$ cat config.mk
export PLATFORM = sky130hd
export DESIGN_NAME = adc_dual_spi_if
export DESIGN_NICKNAME = d
export VERILOG_FILES = /design/src/rtl/avy_pkg.sv /design/src/rtl/sample_tick_gen.sv /design/src/rtl/adc_dual_spi_if.sv
export SDC_FILE = /design/constraint.sdc
export NUM_CORES = 1
export LEC_CHECK = 0
export CORE_MARGIN = 3
export CORE_UTILIZATION = 55
export DETAILED_ROUTE_END_ITERATION = 10
export PLACE_DENSITY = 0.79
export REMOVE_ABC_BUFFERS = 1
export SYNTH_ARGS = -nofsm -noshare
export SYNTH_HDL_FRONTEND = slang
export SYNTH_SLANG_ARGS = --single-unit
$ cat constraint.sdc
create_clock -name clk -period 2.2 [get_ports clk]
set_clock_uncertainty 0.2 [all_clocks]
set_input_delay 0.44 -clock clk [delete_from_list [all_inputs] [get_ports clk]]
set_output_delay 0.44 -clock clk [all_outputs]
set_load 0.05 [all_outputs]
$ cat src/rtl/avy_pkg.sv
// Shared definitions for the antenna front end.
//   DW          : default ADC word / sample width, shared with the signal path
//   adc_state_t : conversion sequencer states
package avy_pkg;

  localparam int unsigned DW = 16;

  typedef enum logic [1:0] {
    IDLE,
    CONV,
    SHIFT,
    DONE
  } adc_state_t;

endpackage

$ cat src/rtl/sample_tick_gen.sv
// Sample-rate pacing: counts 0..Period-1 while enabled and emits a one-cycle tick on the last
// count. Disabling holds the count at zero, so the first tick lands Period cycles after enable.
//   clk_i    : system clock
//   rst_i    : synchronous active-high reset
//   enable_i : run the counter
//   tick_o   : one-cycle pulse when count == Period-1 and enabled
module sample_tick_gen #(
  parameter int unsigned Period = 100
) (
  input  logic clk_i,
  input  logic rst_i,
  input  logic enable_i,
  output logic tick_o
);

  localparam int unsigned CntW = (Period > 1) ? $clog2(Period) : 1;
  localparam logic [CntW-1:0] Last = CntW'(Period - 1);

  logic [CntW-1:0] cnt_q, cnt_d;

  always_comb begin
    cnt_d = cnt_q;
    if (!enable_i) begin
      cnt_d = '0;
    end else if (cnt_q == Last) begin
      cnt_d = '0;
    end else begin
      cnt_d = cnt_q + 1'b1;
    end
  end

  always_ff @(posedge clk_i) begin
    if (rst_i) begin
      cnt_q <= '0;
    end else begin
      cnt_q <= cnt_d;
    end
  end

  assign tick_o = enable_i && (cnt_q == Last);

endmodule

$ cat src/rtl/adc_dual_spi_if.sv
// Front end for the dual-channel simultaneous-sampling serial ADC (X and Y antennas).
// Paces conversions, drives CNV/CS_N/SCLK, shifts both SDO lines in parallel and presents
// two's-complement samples with a one-cycle valid strobe.
//   clk, rst               : system clock, synchronous active-high reset
//   enable                 : free-run conversions; 0 stops after the current one
//   adc_cnv/adc_cs_n/adc_sclk : ADC control (CNV high in CONV, CS_N low in SHIFT, SCLK idles low)
//   adc_sdo_x/adc_sdo_y    : serial data, MSB first
//   xant_sample/yant_sample: latest samples, two's complement, held between strobes
//   sample_valid           : one-cycle strobe with new samples
//   overrun/overrun_clr    : sticky flag for ticks arriving mid-conversion, and its clear
module adc_dual_spi_if
  import avy_pkg::*;
#(
  parameter int unsigned DW            = avy_pkg::DW,
  parameter int unsigned CLK_DIV       = 2,
  parameter int unsigned CONV_CYCLES   = 4,
  parameter int unsigned SAMPLE_PERIOD = 100,
  parameter int unsigned OFFSET_BINARY = 1
) (
  input  logic          clk,
  input  logic          rst,
  input  logic          enable,
  output logic          adc_cnv,
  output logic          adc_cs_n,
  output logic          adc_sclk,
  input  logic          adc_sdo_x,
  input  logic          adc_sdo_y,
  output logic [DW-1:0] xant_sample,
  output logic [DW-1:0] yant_sample,
  output logic          sample_valid,
  output logic          overrun,
  input  logic          overrun_clr
);

  localparam int unsigned ShiftCycles = 2 * CLK_DIV * DW;
  localparam int unsigned CntMax = (ShiftCycles > CONV_CYCLES) ? ShiftCycles : CONV_CYCLES;
  localparam int unsigned CntW = $clog2(CntMax + 1);
  localparam int unsigned HalfW = $clog2(CLK_DIV + 1);

  localparam logic [CntW-1:0]  ConvLast  = CntW'(CONV_CYCLES - 1);
  localparam logic [CntW-1:0]  ShiftLast = CntW'(ShiftCycles - 1);
  localparam logic [HalfW-1:0] HalfLast  = HalfW'(CLK_DIV - 1);
  localparam logic [DW-1:0]    MsbMask   =
      (OFFSET_BINARY != 0) ? {1'b1, {(DW - 1){1'b0}}} : {DW{1'b0}};

  if (SAMPLE_PERIOD < CONV_CYCLES + 2 * CLK_DIV * DW + 2) begin : g_bad_period
    $error("adc_dual_spi_if: SAMPLE_PERIOD too short for one conversion");
  end
  if (CLK_DIV < 1 || CONV_CYCLES < 1) begin : g_bad_timing
    $error("adc_dual_spi_if: CLK_DIV and CONV_CYCLES must be >= 1");
  end

  adc_state_t       state_q, state_d;
  logic [CntW-1:0]  cnt_q, cnt_d;
  logic [HalfW-1:0] half_q, half_d;
  logic             sclk_q, sclk_d;
  logic             cnv_q, cnv_d;
  logic             cs_n_q, cs_n_d;
  logic [DW-1:0]    shx_q, shx_d;
  logic [DW-1:0]    shy_q, shy_d;
  logic [DW-1:0]    xs_q, xs_d;
  logic [DW-1:0]    ys_q, ys_d;
  logic             valid_q, valid_d;
  logic             overrun_q, overrun_d;
  logic             tick;

  sample_tick_gen #(
    .Period (SAMPLE_PERIOD)
  ) u_tick (
    .clk_i    (clk),
    .rst_i    (rst),
    .enable_i (enable),
    .tick_o   (tick)
  );

  always_comb begin
    state_d = state_q;
    cnt_d   = cnt_q;
    half_d  = half_q;
    sclk_d  = 1'b0;
    shx_d   = shx_q;
    shy_d   = shy_q;
    xs_d    = xs_q;
    ys_d    = ys_q;

    unique case (state_q)
      IDLE: begin
        if (tick) begin
          state_d = CONV;
          cnt_d   = '0;
        end
      end
      CONV: begin
        if (cnt_q == ConvLast) begin
          state_d = SHIFT;
          cnt_d   = '0;
          half_d  = '0;
        end else begin
          cnt_d = cnt_q + 1'b1;
        end
      end
      SHIFT: begin
        sclk_d = sclk_q;
        cnt_d  = cnt_q + 1'b1;
        if (half_q == HalfLast) begin
          half_d = '0;
          sclk_d = ~sclk_q;
          // Sample on the edge that raises SCLK, i.e. with the data the ADC held while low.
          if (!sclk_q) begin
            shx_d = {shx_q[DW-2:0], adc_sdo_x};
            shy_d = {shy_q[DW-2:0], adc_sdo_y};
          end
        end else begin
          half_d = half_q + 1'b1;
        end
        // Last capture happens CLK_DIV cycles before the end, so shx_q is complete here.
        if (cnt_q == ShiftLast) begin
          state_d = DONE;
          sclk_d  = 1'b0;
          cnt_d   = '0;
          xs_d    = shx_q ^ MsbMask;
          ys_d    = shy_q ^ MsbMask;
        end
      end
      DONE: begin
        state_d = IDLE;
      end
      default: begin
        state_d = IDLE;
      end
    endcase

    // Control pins are registered from the next state so they line up with the state register.
    cnv_d   = (state_d == CONV);
    cs_n_d  = (state_d != SHIFT);
    valid_d = (state_d == DONE);

    // A tick outside IDLE is dropped; flag it, and let a fresh event beat a simultaneous clear.
    if (tick && (state_q != IDLE)) begin
      overrun_d = 1'b1;
    end else if (overrun_clr) begin
      overrun_d = 1'b0;
    end else begin
      overrun_d = overrun_q;
    end
  end

  always_ff @(posedge clk) begin
    if (rst) begin
      state_q   <= IDLE;
      cnt_q     <= '0;
      half_q    <= '0;
      sclk_q    <= 1'b0;
      cnv_q     <= 1'b0;
      cs_n_q    <= 1'b1;
      shx_q     <= '0;
      shy_q     <= '0;
      xs_q      <= '0;
      ys_q      <= '0;
      valid_q   <= 1'b0;
      overrun_q <= 1'b0;
    end else begin
      state_q   <= state_d;
      cnt_q     <= cnt_d;
      half_q    <= half_d;
      sclk_q    <= sclk_d;
      cnv_q     <= cnv_d;
      cs_n_q    <= cs_n_d;
      shx_q     <= shx_d;
      shy_q     <= shy_d;
      xs_q      <= xs_d;
      ys_q      <= ys_d;
      valid_q   <= valid_d;
      overrun_q <= overrun_d;
    end
  end

  assign adc_cnv      = cnv_q;
  assign adc_cs_n     = cs_n_q;
  assign adc_sclk     = sclk_q;
  assign xant_sample  = xs_q;
  assign yant_sample  = ys_q;
  assign sample_valid = valid_q;
  assign overrun      = overrun_q;

endmodule

# == Word level (Yosys, flattened, before mapping) ==
# Index checks and enable logic that the tools add are counted.
# word_totals
reg_bits,87
in_bits,6
out_inout_bits,37
# classes
addsub,3
n_eq_ne,12
n_mux,13
bitwise,5
reduce_logical,13
# op_table
op,n
$mux 7,3
$pmux 7 s3,1
$add 7x1->7 const B,2
$mux 2,5
$pmux 2 s4,1
$eq 7x2->1 const B,1
$eq 7x6->1 const B,1
$eq 7x7->1 const B,1
$eq 2x1->1 const B,3
$eq 2x2->1 const B,3
$ne 2x2->1 const B,3
$reduce_and 2->1,3
$reduce_bool 2->1,3
$reduce_or 3->1,2
$not 1->1,5
$pmux 2 s2,1
$reduce_and 3->1,1
$reduce_bool 3->1,1
$add 2x1->2 const B,1
$logic_and 1x1->1,2
$logic_not 2->1,1
$mux 1,2

# == Depth between registers and ports, before layout ==
# logic_depth
ltp_word,5
depth_mapped,8

# == Cells and area by module ==
# Synthesis repeated with hierarchy kept, for this count alone.
# unflattened
cells_unflattened,411
area_unflattened_um2,3450.8
# modules_own_cells
module,instances,cells_each,area_per_inst_um2,seq_area_each_um2
adc_dual_spi_if,1,376,3130.5,1601.5
sample_tick_gen,1,35,320.3,140.1

# == Least setup slack after synthesis ==
# OpenSTA, ideal clock, no wires.
# synth_path
kind,register -> register
startpoint,register state_q[0]
endpoint,register xs_q[0] (netlist: xant_sample[0])
setup_time_ns,0.070
arrival_time_ns,1.546
required_time_ns,1.930
path_slack_ns,0.384
path_stages_with_launch,9
n_path_buf,3
cell_sequence,dfxtp_1 inv_1 ha_1 clkbuf_1 and3_1 buf_2 buf_2 nand2_1 a21oi_1
# synth_via
elab_chain_len,2
# synth_lines
item,line,rtl
from (decl),adc_dual_spi_if.sv:53,"adc_state_t state_q, state_d;"
from (signal assigned),adc_dual_spi_if.sv:163,state_q <= state_d;
$eq 2x2->1,adc_dual_spi_if.sv:86,unique case (state_q)
$reduce_and 2->1 (no source line),-,
to (signal assigned),adc_dual_spi_if.sv:171,xs_q <= xs_d;
to (decl),adc_dual_spi_if.sv:61,"logic [DW-1:0] xs_q, xs_d;"
# Every way passes these cells.
# A chain may end at the register's enable or synchronous reset.

# == Worst setup path in the final report ==
# layout_path
startpoint,register xs_q[12] (netlist: xant_sample[12])
endpoint,output port xant_sample[12]
# layout_rtl
item,line,rtl
to (decl),adc_dual_spi_if.sv:28,"output logic [DW-1:0] xant_sample,"
# No word-level cell between the ends.

==> qor.yml <==
yosysTopAreaCellShare_pct: 50.13
ff2ff_path_depth: 5
post_drt_wl_per_cell_microns: 12.58
synth_seq_cells: 87
die_w_microns: 85.48
cts.sinks: 87
crit_cells: 1
syn-mean-instance-area_sq_um: 8.352
synth.distinct_cells: 49
clk_pin_slew_ns: 0.09
cp_slowest_cell: "clkdlybuf4s50_1"
antenna_found_initial: 0
design_area_sq_um: 4189
setup_slack_ns: 0.05716
final_common_cell: "nand2_1"
cpPeakStageDelay_ns: 0.81
ys.warnings.count: 0
worst_ir_drop_vdd_mv: 0.4519
post-dp-hpwl_microns: 4418
fin_util_pct: 69.52
p_leak_nw: 1.474
track_usage_pct: 19.59
relSlewSlack_pct: 65.53
critPathBufInv: 1
clockBufferDepth: 2
synth_edf_count: 0
num_vias: 2898
holdWs_ns: 0.2444
firstDrtPassIters: 5
die_h_microns: 85.48
drtAntennaViolNets: 0
cts_buffers: 9
postSynthCellCount: 416
htreeDepth: 3
dieArea_sq_um: 7307
fin_tns_setup_ns: 0
n_antenna_cell: 0
grt_max_degree: 79
power_mw: 2.738
path_class: "register to output port"
portBuffers: 42
cts_tree: "yes"
drive_above_1_share_pct: 8.497
slew_violations: 0
yosys.area.top_type: "dfxtp_1"
startpoint_type: "register"
place_area_sq_um: 3971
fmax_mhz: 466.7
grt_pass1_vias: 2707
path_max_fanout: 2
hold_class: "register to register"
period_minus_slack_ns: 2.143
pin_count: 43
place_ws_ns: 0.01375
ctsResizeCount: 0
drtIter0Drc: 155
worstPathCellList: "clkdlybuf4s50_1"
clockRootBuffer: "clkbuf_8"
wl_microns: 6718
rows: 28
setup_viol: 0
grt_pass1_wl_microns: 11560
ctsHoldBuffers: 0
placed_cells: 518
initial_core_util_pct: 57.66
async_flop_share_pct: 0
powerDensity_nw_per_um2: 653.5
worst_pin_slew_ns: 0.5162
seq_area_frac_synth_pct: 50.13
ys_top_cells_by_area: "dfxtp_1, nand2_1, a21oi_1, ha_1, nand3_1"
drv_cap: 0
status: "finished, final reports clean"
grt-ovfl-total: 0
post-route-drc-count: 0
rsz0062_at_grt: "false"
nets: 466
core_sq_um: 6026
synthFlopType: "dfxtp_1"
synth_area_sq_um: 3475
required_ns: 1.56
hold_viol_final: 0
place_congestion: 0.8633
stdcell_count: 534
syn_to_final_growth_pct: 20.56
fin_crit_sh_pct: 97.40
endpoint_kind: "output port"
cp.arrival_ns: 1.50
drt-vias-per-instance: 5.427
whs_path_depth: 1
postCtsSetupBuffers: 0
layout.cells.most_common_list: "nand2_1, dfxtp_1, a21oi_1"
cp_top_family: "buffers and inverters"
insertion_delay_ns: 0.36
-- routing by layer --
metal  vias to the layer above  track usage [%]  wire [microns]
li1                       1482                -               -
met2                        71            33.33            3250
met1                      1334            23.44            3051
met5                         -                0               0
met3                        11            4.466             303
met4                         0            8.921             112
-- synth_stat cells, types with 2 or more instances --
cell	count
nand2_1	133
dfxtp_1	87
a21oi_1	68
nor2_1	16
clkbuf_1	14
nand3_1	13
buf_2	7
ha_1	6
inv_1	5
a211oi_1	4
nand2b_1	4
nor2b_1	4
o2111ai_1	4
xnor2_1	4
a2111oi_0	3
a21boi_0	3
nor3_1	3
a31oi_1	2
and3_2	2
buf_1	2
nand3b_1	2
o21ai_0	2
xor2_1	2
-- power by group --
group	leakage, nW	switching, mW	internal, mW
Combinational	0.681	0.0311	0.0148
Sequential	0.701	0.00156	1.57
Clock	0.0925	0.582	0.534
-- cell families (layout without fill, tap and decap cells) --
| kind of cell | count (synthesis) | count (layout) | synth area share (%) |
|---|---|---|---|
| flops | 87 | 87 | 50.13 |
| mux | 2 | 2 | 0.6122 |
| fa+ha+maj | 6 | 6 | 2.161 |
| compound gates | 99 | 99 | 18.08 |
| buf+inv | 28 | 71 | 3.277 |
| simple gates | 188 | 188 | 24.23 |
| xor+xnor | 6 | 6 | 1.512 |
-- sequential cells by signal, summed over array words and instances, names as in the netlist --
register and cells:
shx_q 16, shy_q 16, xant_sample 16, yant_sample 16, cnt_q 7, u_tick.cnt_q 7, half_q 2, state_q 2
adc_cnv 1, adc_cs_n 1, adc_sclk 1, overrun 1, sample_valid 1
-- area by class of cell --
| type | count | area [sq um] |
|---|---|---|
| Timing Repair Buffer | 50 | 513.0 |
| Multi-Input combinational cell | 301 | 1619 |
| Clock inverter | 7 | 78.83 |
| Inverter | 5 | 18.77 |
| Tap cell | 75 | 93.84 |
| Fill cell | 526 | 1837 |
| Sequential cell | 87 | 1742 |
| Clock buffer | 9 | 123.9 |
-- final timing paths --
path         slack [ns]                           end                    startpoint
min reg2reg        0.24  xant_sample[15]$_SDFFE_PP0P_        shx_q[15]$_SDFFE_PP0P_
min                0.24  xant_sample[15]$_SDFFE_PP0P_        shx_q[15]$_SDFFE_PP0P_
max reg2reg        0.17         cnt_q[2]$_SDFFE_PP0P_         cnt_q[0]$_SDFFE_PP0P_
max                0.06               xant_sample[12]  xant_sample[12]$_SDFFE_PP0P_
Power figures use the tool's default switching activity.
